### config.mk
export PLATFORM = sky130hd
export DESIGN_NAME = spi_load_decoder
export DESIGN_NICKNAME = d
export VERILOG_FILES = /design/src/rtl/spi_load_decoder.sv
export SDC_FILE = /design/constraint.sdc
export NUM_CORES = 1
export LEC_CHECK = 0
export ABC_AREA = 1
export CORE_MARGIN = 2
export CORE_UTILIZATION = 50
export DETAILED_ROUTE_END_ITERATION = 10
export PLACE_DENSITY_LB_ADDON = 0.1
export SYNTH_ARGS = -nofsm -noshare
export SYNTH_HDL_FRONTEND = slang
export SYNTH_SLANG_ARGS = --single-unit
### constraint.sdc
create_clock -name i_clk -period 2 [get_ports i_clk]
set_input_delay 0.2 -clock i_clk [delete_from_list [all_inputs] [get_ports i_clk]]
set_output_delay 0.2 -clock i_clk [all_outputs]
set_load 0.005 [all_outputs]
### src/rtl/spi_load_decoder.sv
// spi_load_decoder
//   Turns the byte stream from the SPI slave deserializer into 32-bit memory
//   writes. The loader sends two kinds of command:
//     OP_ADDR + 4 address bytes (MSB first) : load the write address
//     OP_DATA + 4 data bytes    (MSB first) : write one word, then address += 4
//   Used to preload memories while the CPU is held in reset.
//
// Ports
//   i_clk, i_rst        clock, synchronous active-high reset
//   i_byte_valid/i_byte received SPI byte strobe and value
//   i_frame_abort       cs_n rose mid-command: drop the partial command
//   o_wr_valid/o_wr_addr/o_wr_data/o_wr_strb, i_wr_ready
//                       memory write request (valid/ready handshake)
//   o_busy              parser is not idle
//   o_wr_count          accepted writes (wraps)
//   o_err_count         bad opcodes + overrun bytes (saturates)
//   o_err_misalign      sticky: a non word-aligned address was loaded
module spi_load_decoder #(
  parameter logic [7:0]  OP_ADDR    = 8'h01,
  parameter logic [7:0]  OP_DATA    = 8'h02,
  parameter logic [31:0] RESET_ADDR = 32'h4000_0000,
  parameter int          CNT_W      = 16
) (
  input  logic             i_clk,
  input  logic             i_rst,
  input  logic             i_byte_valid,
  input  logic [7:0]       i_byte,
  input  logic             i_frame_abort,
  output logic             o_wr_valid,
  output logic [31:0]      o_wr_addr,
  output logic [31:0]      o_wr_data,
  output logic [3:0]       o_wr_strb,
  input  logic             i_wr_ready,
  output logic             o_busy,
  output logic [CNT_W-1:0] o_wr_count,
  output logic [7:0]       o_err_count,
  output logic             o_err_misalign
);

  typedef enum logic [1:0] {
    ST_IDLE  = 2'd0,
    ST_ADDR  = 2'd1,
    ST_DATA  = 2'd2,
    ST_WRITE = 2'd3
  } state_t;

  state_t           state_r, state_s;
  logic [31:0]      addr_r, addr_s;
  logic [31:0]      shreg_r, shreg_s;
  logic [31:0]      shifted_s;
  logic [1:0]       cnt_r, cnt_s;
  logic             wr_valid_r, wr_valid_s;
  logic [31:0]      wr_addr_r, wr_addr_s;
  logic [31:0]      wr_data_r, wr_data_s;
  logic [3:0]       wr_strb_r, wr_strb_s;
  logic             busy_r, busy_s;
  logic [CNT_W-1:0] wr_count_r, wr_count_s;
  logic [7:0]       err_count_r, err_count_s;
  logic             err_mis_r, err_mis_s;
  logic             err_inc_s;

  // Saturating increment for the 8-bit error counter.
  function automatic logic [7:0] sat_inc8(input logic [7:0] v);
    if (v == 8'hFF) begin
      return v;
    end else begin
      return v + 8'd1;
    end
  endfunction

  // Next-state and next-output logic for the command parser.
  always_comb begin
    state_s     = state_r;
    addr_s      = addr_r;
    shreg_s     = shreg_r;
    cnt_s       = cnt_r;
    wr_valid_s  = wr_valid_r;
    wr_addr_s   = wr_addr_r;
    wr_data_s   = wr_data_r;
    wr_strb_s   = wr_strb_r;
    wr_count_s  = wr_count_r;
    err_mis_s   = err_mis_r;
    err_inc_s   = 1'b0;
    shifted_s   = {shreg_r[23:0], i_byte};

    case (state_r)
      ST_IDLE: begin
        // Abort is meaningless here: no command is in progress.
        if (i_byte_valid) begin
          if (i_byte == OP_ADDR) begin
            state_s = ST_ADDR;
            cnt_s   = 2'd0;
          end else if (i_byte == OP_DATA) begin
            state_s = ST_DATA;
            cnt_s   = 2'd0;
          end else begin
            err_inc_s = 1'b1;
          end
        end else begin
          state_s = ST_IDLE;
        end
      end

      ST_ADDR, ST_DATA: begin
        // Abort has priority over a byte arriving in the same cycle.
        if (i_frame_abort) begin
          state_s = ST_IDLE;
          cnt_s   = 2'd0;
        end else if (i_byte_valid) begin
          shreg_s = shifted_s;
          cnt_s   = cnt_r + 2'd1;
          if (cnt_r == 2'd3) begin
            if (state_r == ST_ADDR) begin
              // Full address is kept; only the write port masks bits [1:0].
              addr_s  = shifted_s;
              state_s = ST_IDLE;
              if (shifted_s[1:0] != 2'b00) begin
                err_mis_s = 1'b1;
              end else begin
                err_mis_s = err_mis_r;
              end
            end else begin
              wr_valid_s = 1'b1;
              wr_addr_s  = {addr_r[31:2], 2'b00};
              wr_data_s  = shifted_s;
              wr_strb_s  = 4'hF;
              state_s    = ST_WRITE;
            end
          end else begin
            state_s = state_r;
          end
        end else begin
          state_s = state_r;
        end
      end

      ST_WRITE: begin
        // Any byte while a write is pending is an overrun and is dropped.
        if (i_byte_valid) begin
          err_inc_s = 1'b1;
        end else begin
          err_inc_s = 1'b0;
        end
        if (wr_valid_r && i_wr_ready) begin
          wr_valid_s = 1'b0;
          wr_strb_s  = 4'h0;
          addr_s     = addr_r + 32'd4;
          wr_count_s = wr_count_r + {{(CNT_W-1){1'b0}}, 1'b1};
          state_s    = ST_IDLE;
        end else begin
          state_s = ST_WRITE;
        end
      end

      default: begin
        state_s = ST_IDLE;
      end
    endcase

    if (err_inc_s) begin
      err_count_s = sat_inc8(err_count_r);
    end else begin
      err_count_s = err_count_r;
    end

    busy_s = (state_s != ST_IDLE);
  end

  // State and output registers with synchronous reset.
  always_ff @(posedge i_clk) begin
    if (i_rst) begin
      state_r     <= ST_IDLE;
      addr_r      <= RESET_ADDR;
      shreg_r     <= 32'h0000_0000;
      cnt_r       <= 2'd0;
      wr_valid_r  <= 1'b0;
      wr_addr_r   <= 32'h0000_0000;
      wr_data_r   <= 32'h0000_0000;
      wr_strb_r   <= 4'h0;
      busy_r      <= 1'b0;
      wr_count_r  <= '0;
      err_count_r <= 8'h00;
      err_mis_r   <= 1'b0;
    end else begin
      state_r     <= state_s;
      addr_r      <= addr_s;
      shreg_r     <= shreg_s;
      cnt_r       <= cnt_s;
      wr_valid_r  <= wr_valid_s;
      wr_addr_r   <= wr_addr_s;
      wr_data_r   <= wr_data_s;
      wr_strb_r   <= wr_strb_s;
      busy_r      <= busy_s;
      wr_count_r  <= wr_count_s;
      err_count_r <= err_count_s;
      err_mis_r   <= err_mis_s;
    end
  end

  assign o_wr_valid     = wr_valid_r;
  assign o_wr_addr      = wr_addr_r;
  assign o_wr_data      = wr_data_r;
  assign o_wr_strb      = wr_strb_r;
  assign o_busy         = busy_r;
  assign o_wr_count     = wr_count_r;
  assign o_err_count    = err_count_r;
  assign o_err_misalign = err_mis_r;

endmodule

# Word level (Yosys, flattened, before mapping)
# Index checks and enable logic that the tools add are counted.
# Widths: inputs -> output; s select.
[classes]
n_addsub = 4
eq_ne = 16
n_mux = 38
bitwise = 3
reduce_logical = 15
[ops]
columns = ["op", "count"]
rows = [
  ["$mux 32", 5],
  ["$pmux 32 s2", 1],
  ["$add 32x3->32 const B", 1],
  ["$mux 2", 13],
  ["$mux 4", 5],
  ["$reduce_and 6->1", 3],
  ["$add 16x1->16 const B", 1],
  ["$ne 2x2->1 const B", 7],
  ["$mux 1", 9],
  ["$add 8x1->8 const B", 1],
  ["$eq 8x1->1 const B", 1],
  ["$eq 8x2->1 const B", 1],
  ["$eq 8x8->1 const B", 1],
  ["$pmux 4 s2", 1],
  ["$reduce_bool 2->1", 4],
  ["$eq 2x2->1 const B", 3],
  ["$ne 3x3->1 const B", 2],
  ["$pmux 2 s3", 1],
  ["$reduce_and 5->1", 1],
  ["$pmux 1 s2", 2],
  ["$pmux 2 s2", 1],
  ["$reduce_and 2->1", 2],
  ["$reduce_and 4->1", 1],
  ["$not 1->1", 3],
  ["other kinds (6)", 6],
]
[word_totals]
register_bits = 153
inputBits = 13
out_inout_bits = 95
elab_cells = 88

# Longest topological paths before layout
# Gate-level depths: netlist of the first run.
[depth]
ltp_word = 7
mapped_depth = 12
ltp_nobuf = 12

# Worst setup path after synthesis of the first run
# OpenSTA, ideal clock, no wires.
[synth_path]
path_type = "register -> register"
start = "reg state_r[0]"
end = "reg wr_addr_r[10] (netlist: o_wr_addr[10])"
setup_ps = 116
arrival_ps = 1503
t_required_ps = 1884
slack_ps = 381
stages_incl_launch_ff = 9
synth_period_minus_slack_ps = 1619
cell_sequence = "dfxtp_1 > inv_1 > ha_1 > nand2_1 > nor3_2 > inv_1 > clkbuf_1 > nor2_1 > nor2_1"
[synth_via]
elab_chain_len = 3
[synth_lines]
columns = ["item", "line_no", "source"]
rows = [
  ["start: declaration", "47", "state_t state_r, state_s;"],
  ["start signal: assignment", "185", "state_r <= state_s;"],
  ["$eq 2x1->1 or $eq 2x2->1 (tied branches)", "86, 113", ""],
  ["$reduce_or 2->1 or $not 1->1 (tied branches)", "-", ""],
  ["$reduce_and 5->1 (no line) (*)", "-", ""],
  ["end signal: assignment", "190", "wr_addr_r <= wr_addr_s;"],
  ["end: declaration", "53", "logic [31:0] wr_addr_r, wr_addr_s;"],
]
# Every way passes the cells marked *; elsewhere a longest branch is shown, timed or not.
# A chain may end at the register's enable or synchronous reset.

# Worst setup path in the final report of the first run
[layout_path]
start = "reg state_r[0]"
end = "reg addr_r[7]"
[layout_via]
elab_chain_len = 4
[layout_lines]
columns = ["item", "line_no", "source"]
rows = [
  ["$eq 2x1->1 or $eq 2x2->1 (tied branches)", "86, 113", ""],
  ["$reduce_or 2->1", "86", "case (state_r)"],
  ["$ne 2x2->1 (no line) or $reduce_bool 2->1 (tied branches)", "-", ""],
  ["$reduce_and 6->1 (no line)", "-", ""],
  ["end signal: assignment", "186", "addr_r <= addr_s;"],
  ["end: declaration", "48", "logic [31:0] addr_r, addr_s;"],
]
# Parallel ways exist; a longest one is shown, timed or not.

==> qor.txt, run 1 <==
Post-synthesis mux area share: 0%
Global-route usage over all layers: 26.24%
Vias post-DR: 6,677
Net load switching power: 1.989 mW
Gp weighted congestion: 0.9602
Crit-path most repeated cell: a21oi_1
Predominant post-synthesis flop cell: dfxtp_1
First-pass GRT wire length: 30.53 mm
Synth warn: 0
Clock-pin slew on the worst setup and hold paths: 0.06 ns
Max-slew headroom at the worst pin: 64.05%
Die Ht: 121.3 microns
Post-Synth Adder-Cell Area: 1.455%
Final hold vios: 0
Tot Pwr: 7.399 mW
Tightest Pin Transition: 0.5393 ns
Post-CTS Setup Bufs: 0
Hold endpoint: o_wr_data[6]$_SDFFE_PP0P_
Most frequent cells in the layout: 193 x nand2_1, 147 x dfxtp_1, 130 x a21oi_1
Longest Clk Path Bufs: 2
# DRC: 0
Rows: 42
Synth async-reset ratio: 0%
Layout Nets: 1,087
Net Sw Frac: 26.89%
Leakage: 3.079 nW
Startpoint Class: register
Clock network power share: 43.0%
Post-Syn Area: 6880 sq um
Critical path's top delay family: buffers and inverters
Setup Viol. Count Final: 0
Slew Limit Fails: 0
Main area contributors after synthesis: dfxtp_1 43%, nand2_1 11%, a21oi_1 9.5%, o21ai_0 6.5%, nor2_1 5.0%
# port buffers: 105
Crit. End Element: register
Main combinational cell family by area after synthesis: simple AND/OR/NAND/NOR gates
Die area: 14,710 sq um
DR vias/cell: 5.329
Initial core utilization: 51.55%
Initial DRC count: 529
Hold Crit Class: input pin to register
Die X: 121.3 microns
CP cell instances: ha_1 > buf_4 > inv_2 > buf_12 > a21oi_1 > o21ai_0 > a21oi_1
Post-synthesis xor/xnor area fraction: 1.018%
Post-Syn Instances: 971
Drt first pass iters: 5
Largest net degree at the start of global routing: 50
Max-Cap Viols: 0
Synth Area in Simple Gates: 24.39%
Fin crit period: 1.846 ns
Pre-CTS WS: 0.08106 ns
EDFF count, synth: 0
Crit path required time: 2.34 ns
Syn avg cell area: 7.086 sq um
Pwr Density: 848.5 nW/um^2
CTS Sinks: 147
DP Wirelength: 13.27 mm
Critical R2R Capture: addr_r[7]$_SDFFE_PP0P_
Compound-Gate Fraction of Synth Area: 20.89%
Residual overflow from global routing: 0
Commonest non-fill, non-tap cell in the layout: nand2_1
Setup Crit Path Kind: register to register
CP arrival: 2.19 ns
Clock insertion delay at the later pin of the skew report: 0.42 ns
Period utilisation layout: 92.32%
Critical path's largest stage delay: 0.38 ns
Cell variety after synth: 39
RSZ-0062 raised after global routing: false
N_diodes: 0
Fin Setup TNS: 0 ns
Clock Skew: 0.004847 ns
Yosys top cell area share: 42.77%
Initial antenna violation count: 0
Fmax: 0.5416 GHz
Fraction of layout cells with a size suffix above 1: 9.378%
Crit Path Max Fanout: 23
Sequential Power Share: 43.0%
R2R Path Start: state_r[0]$_SDFF_PP0_
Worst Setup Slack, final: 0.1535 ns
Detailed Route WL: 18.88 mm
Root buf cell: clkbuf_16
Hold path depth: 3
#FFs+latches synth: 147
CTS tree: done
I/O pins: 108
CTS buffer count: 17
Synth area leader: dfxtp_1
Hold_sp: i_byte[6]
Sequential share of the synthesized area: 42.77%
H-tree depth: 4
Vias in the first global route: 6,080
Antenna-violating nets left: 0
P&R area growth vs syn: 26.73%
WP buf/inv: 3
Wire per inst: 15.07 microns
Combinational power share: 14.0%
Critical path's slowest cell: dfxtp_1
Status: completed
# resized after CTS: 0
Core box area: 13,350 sq um
R2R depth: 7
P_int: 5.409 mW
Hold Buf Count CTS: 0
Worst R2R Setup Slack: 0.15 ns
VDD IR max: 587.1 uV
tightest hold or removal path, cell delays in order:
cell and delay (ns):
clkdlybuf4s50_1 0.43, inv_1 0.10, a21oi_1 0.07
stage by stage:
stage,instance area (sq um),utilization [%],hold slack (ns),std cells
final,8720,65.33,0.4267,1253
after floorplan,6884,-,0.3449,972
after CTS,8693,65.13,0.4117,1253
after global routing,8720,65.33,0.4373,1253
after detailed placement,8113,60.78,0.4817,1223
after global placement,8113,60.78,0.4767,1223
flip-flops by register name (all words and copies together) (netlist names), 2 cells and up:
register     cells
o_wr_data       32
o_err_count      8
state_r          2
shreg_r         24
o_wr_addr       30
addr_r          30
o_wr_count      16
cnt_r            2
synthesized netlist by cell type (2+ instances only):
cell,n
nor2_1,91
buf_4,12
nor2_4,2
nor3_2,2
nand4_1,9
a21oi_2,10
inv_2,8
buf_6,6
nand2_2,5
dfxtp_1,147
o21a_1,2
o21ai_0,89
nand3_1,51
a21oi_1,130
clkbuf_1,20
nand2_1,194
xnor2_1,6
nand3_2,2
and3_1,2
ha_1,8
o21ai_1,36
buf_2,14
nand3b_1,2
o22ai_1,2
nor3_1,9
inv_1,81
nor2_2,14
a31oi_1,3
buf_1,3
xor2_1,2
kinds of logic after synthesis:
logic type / count (synthesis)
AOI/OAI and AO/OA: 275
xor gates and xnor gates: 8
adders and majority gates: 8
buffers and inverters: 144
DFF: 147
other: 1
and+or+nand+nor: 388
worst max-delay path by stage:
stage                                      from                          to  depth (start not counted)
after CTS                 state_r[0]$_SDFF_PP0_     addr_r[15]$_SDFFE_PP0P_                         10
final                     state_r[0]$_SDFF_PP0_      addr_r[7]$_SDFFE_PP0P_                          7
after floorplan           state_r[0]$_SDFF_PP0_  o_wr_addr[10]$_SDFFE_PP0P_                          8
after global placement             i_byte_valid  o_wr_data[10]$_SDFFE_PP0P_                          9
after global routing      state_r[0]$_SDFF_PP0_     addr_r[12]$_SDFFE_PP0P_                          8
after detailed placement  state_r[1]$_SDFF_PP0_     addr_r[15]$_SDFFE_PP0P_                         11
cell type report:
cell class              count  area (sq um)
fillers                  1205          4628
inverters                  89         336.6
flip-flops and latches    147          2943
clock inverters             9         130.1
clock buffers              21         450.4
repair buffers            130          1318
well taps                 176         220.2
multi-input cells         681          3322
power by group through the flow:
stage	clock [mW]	sequential, mW	combinational, mW
6_report	3.18	3.18	1.03
4_1_cts	3.22	3.18	0.982
5_1_grt	3.36	3.20	1.14
3_3_place_gp	0	3.24	0.966
2_1_floorplan	0	3.21	0.711
3_5_place_dp	0	3.24	0.970
layer usage:
layer	global-route usage, %	share of wire, %	vias up	routed length, microns
met5	0	0	-	0
met4	6.897	1.4	0	263
met3	6.015	6.3	26	1187
met2	40.48	45	203	8558
met1	37.02	47	3072	8872
li1	-	-	3376	-
Note: power is estimated with default switching activity, not from simulation.
==> run 2: changes to the inputs <==
Settings changed: GPL_ROUTABILITY_DRIVEN from default to 0.
==> run 2 against run 1 <==
Maximum frequency up 0.95%. Power grew 1.0%. Clock-buffer cell count is 2 lower. Critical endpoint is now addr_r[9]$_SDFFE_PP0P_. Largest cell class unchanged. Highest routed layer unchanged.
==> qor.txt, run 2 (synthesis results as in run 1) <==
Layout Nets: 1,085 (was 1,087)
Period utilisation layout: 91.45% (was 92.32%)
Setup crit end: addr_r[9]$_SDFFE_PP0P_ (was addr_r[7]$_SDFFE_PP0P_)
Final hold vios: 0 (unchanged)
Vias post-DR: 6,678 (was 6,677)
Setup Viol. Count Final: 0 (unchanged)
Drt first pass iters: 5 (unchanged)
Crit path required time: 2.29 ns (was 2.34 ns)
N_diodes: 0 (unchanged)
Critical path's slowest cell: dfxtp_1 (unchanged)
Longest Clk Path Bufs: 2 (unchanged)
Crit Path Max Fanout: 29 (was 23)
CTS tree: done (unchanged)
Global-route usage over all layers: 25.76% (was 26.24%)
Vias in the first global route: 6,022 (was 6,080)
Most frequent cells in the layout: 193 x nand2_1, 147 x dfxtp_1, 130 x a21oi_1 (unchanged)
# DRC: 0 (unchanged)
Critical R2R Capture: addr_r[9]$_SDFFE_PP0P_ (was addr_r[7]$_SDFFE_PP0P_)
R2R Path Start: state_r[1]$_SDFF_PP0_ (was state_r[0]$_SDFF_PP0_)
Critical path's top delay family: compound AO/OA/AOI/OAI gates (was buffers and inverters)
Startpoint Class: register (unchanged)
Setup Crit Path Kind: register to register (unchanged)
Fill cell count: 1,232 (was 1,205)
Tot Pwr: 7.473 mW (was 7.399 mW)
Detailed Route WL: 18.74 mm (was 18.88 mm)
Worst R2R Setup Slack: 0.17 ns (was 0.15 ns)
First-pass GRT wire length: 29.99 mm (was 30.53 mm)
Clock Skew: 0.007621 ns (was 0.004847 ns)
Hold Buf Count CTS: 0 (unchanged)
Fmax: 0.5467 GHz (was 0.5416 GHz)
Tightest Pin Transition: 0.5334 ns (was 0.5393 ns)
FF/Latch Area: 2943 sq um (unchanged)
CP arrival: 2.12 ns (was 2.19 ns)
Crit path launch: state_r[1]$_SDFF_PP0_ (was state_r[0]$_SDFF_PP0_)
P&R area growth vs syn: 26.80% (was 26.73%)
Initial antenna violation count: 0 (unchanged)
Max FFs per register: 32 (unchanged)
CP cell instances: inv_1 > ha_1 > o21ai_0 > nand2_1 > nor2_4 > buf_6 > o21ai_0 > nand2_1 > a21oi_1 (was ha_1 > buf_4 > inv_2 > buf_12 > a21oi_1 > o21ai_0 > a21oi_1)
CTS Sinks: 147 (unchanged)
Largest net degree at the start of global routing: 42 (was 50)
Fraction of layout cells with a size suffix above 1: 9.480% (was 9.378%)
Clock-pin slew on the worst setup and hold paths: 0.06 ns (about the same)
Crit. End Element: register (unchanged)
Slew Limit Fails: 0 (unchanged)
R2R depth: 9 (was 7)
VDD IR max: 636.4 uV (was 587.1 uV)
Root buf cell: clkbuf_16 (unchanged)
Finished Layout Cells: 1,252 (was 1,253)
Hold Crit Class: input pin to register (unchanged)
Fin crit period: 1.829 ns (was 1.846 ns)
Clock insertion delay at the later pin of the skew report: 0.43 ns (was 0.42 ns)
CP Depth: 9 (was 7)
Rows: 42 (unchanged)
Net Sw Frac: 27.63% (was 26.89%)
Net load switching power: 2.065 mW (was 1.989 mW)
Clock network power share: 43.7% (was 43.0%)
# port buffers: 105 (unchanged)
Die X: 121.3 microns (unchanged)
WP buf/inv: 2 (was 3)
Antenna-violating nets left: 0 (unchanged)
Combinational power share: 13.7% (was 14.0%)
Status: completed (unchanged)
Residual overflow from global routing: 0 (unchanged)
Post-CTS Setup Bufs: 0 (unchanged)
Sequential Power Share: 42.6% (was 43.0%)
P_int: 5.408 mW (was 5.409 mW)
Die area: 14,710 sq um (unchanged)
Initial DRC count: 543 (was 529)
Commonest non-fill, non-tap cell in the layout: nand2_1 (unchanged)
H-tree depth: 4 (unchanged)
Core box area: 13,350 sq um (unchanged)
Initial core utilization: 51.55% (unchanged)
Pwr Density: 856.6 nW/um^2 (was 848.5 nW/um^2)
Max-slew headroom at the worst pin: 64.44% (was 64.05%)
Wire per inst: 14.96 microns (was 15.07 microns)
I/O pins: 108 (unchanged)
DP Wirelength: 13.03 mm (was 13.27 mm)
Max-Cap Viols: 0 (unchanged)
CTS buffer count: 17 (unchanged)
Leakage: 3.079 nW (about the same)
RSZ-0062 raised after global routing: false (unchanged)
Die Ht: 121.3 microns (unchanged)
Critical path's largest stage delay: 0.35 ns (was 0.38 ns)
Area taken by multi-input logic gates: 3322 sq um (unchanged)
Fin Setup TNS: 0 ns (unchanged)
Final Core Density: 65.36% (was 65.33%)
Placed insts: 1,221 (was 1,223)
DR vias/cell: 5.334 (was 5.329)
==> run 2: per-layer routing <==
layer	vias to the layer above	GRT usage [%]	share of wire, %	wire length, microns
met1	3065	35.75	47	8827
met5	-	0	0	0
met3	26	5.592	6.2	1167
met4	0	9.052	1.7	325
li1	3375	-	-	-
met2	212	39.57	45	8413
==> run 2: power groups by stage <==
stage                     registers [mW]  logic, mW  clock network [mW]
after floorplan                     3.21      0.711                   0
after global placement              3.24      0.943                   0
after detailed placement            3.24      0.949                   0
after CTS                           3.18      0.966                3.30
after global routing                3.20       1.13                3.44
final                               3.19       1.02                3.27
==> run 2: stage by stage <==
step	setup slack (ns)	hold WS, ns	cell area (sq um)
3_3_place_gp	0.07448	0.4739	8098
2_1_floorplan	0.3811	0.3449	6884
6_report	0.1710	0.4336	8725
4_1_cts	0.005843	0.4153	8696
3_5_place_dp	0.01780	0.4819	8098
5_1_grt	0.04792	0.4518	8725
==> run 2: final cells by class <==
type | count | area share [%]
clock inverters | 12 | 1.778
well taps | 176 | 2.524
repair buffers | 128 | 14.93
flip-flops and latches | 147 | 33.73
inverters | 89 | 3.886
clock buffers | 19 | 5.077
multi-input cells | 681 | 38.08
==> run 2: tightest hold or removal path, stage by stage <==
cell,delay (ns)
clkdlybuf4s50_1,0.44
inv_1,0.10
a21oi_1,0.07
==> run 2: worst min-delay path by stage <==
stage                          start                         to  slack, ns  cells past startpoint
2_1_floorplan              i_byte[4]     addr_r[4]$_SDFFE_PP0P_       0.34                      2
3_3_place_gp   cnt_r[1]$_SDFFE_PP0P_      cnt_r[1]$_SDFFE_PP0P_       0.47                      2
3_5_place_dp   cnt_r[1]$_SDFFE_PP0P_      cnt_r[1]$_SDFFE_PP0P_       0.48                      2
4_1_cts                    i_byte[5]    shreg_r[5]$_SDFFE_PP0P_       0.42                      3
5_1_grt                    i_byte[6]    shreg_r[6]$_SDFFE_PP0P_       0.45                      3
6_report                   i_byte[5]  o_wr_data[5]$_SDFFE_PP0P_       0.43                      3
==> run 2: timing repair <==
item / 4_1_cts / 5_1_grt
endpoints found under the setup margin: 0 / 60
hold endpoints to repair: 0 / 0
gates resized for setup: 0 / 7
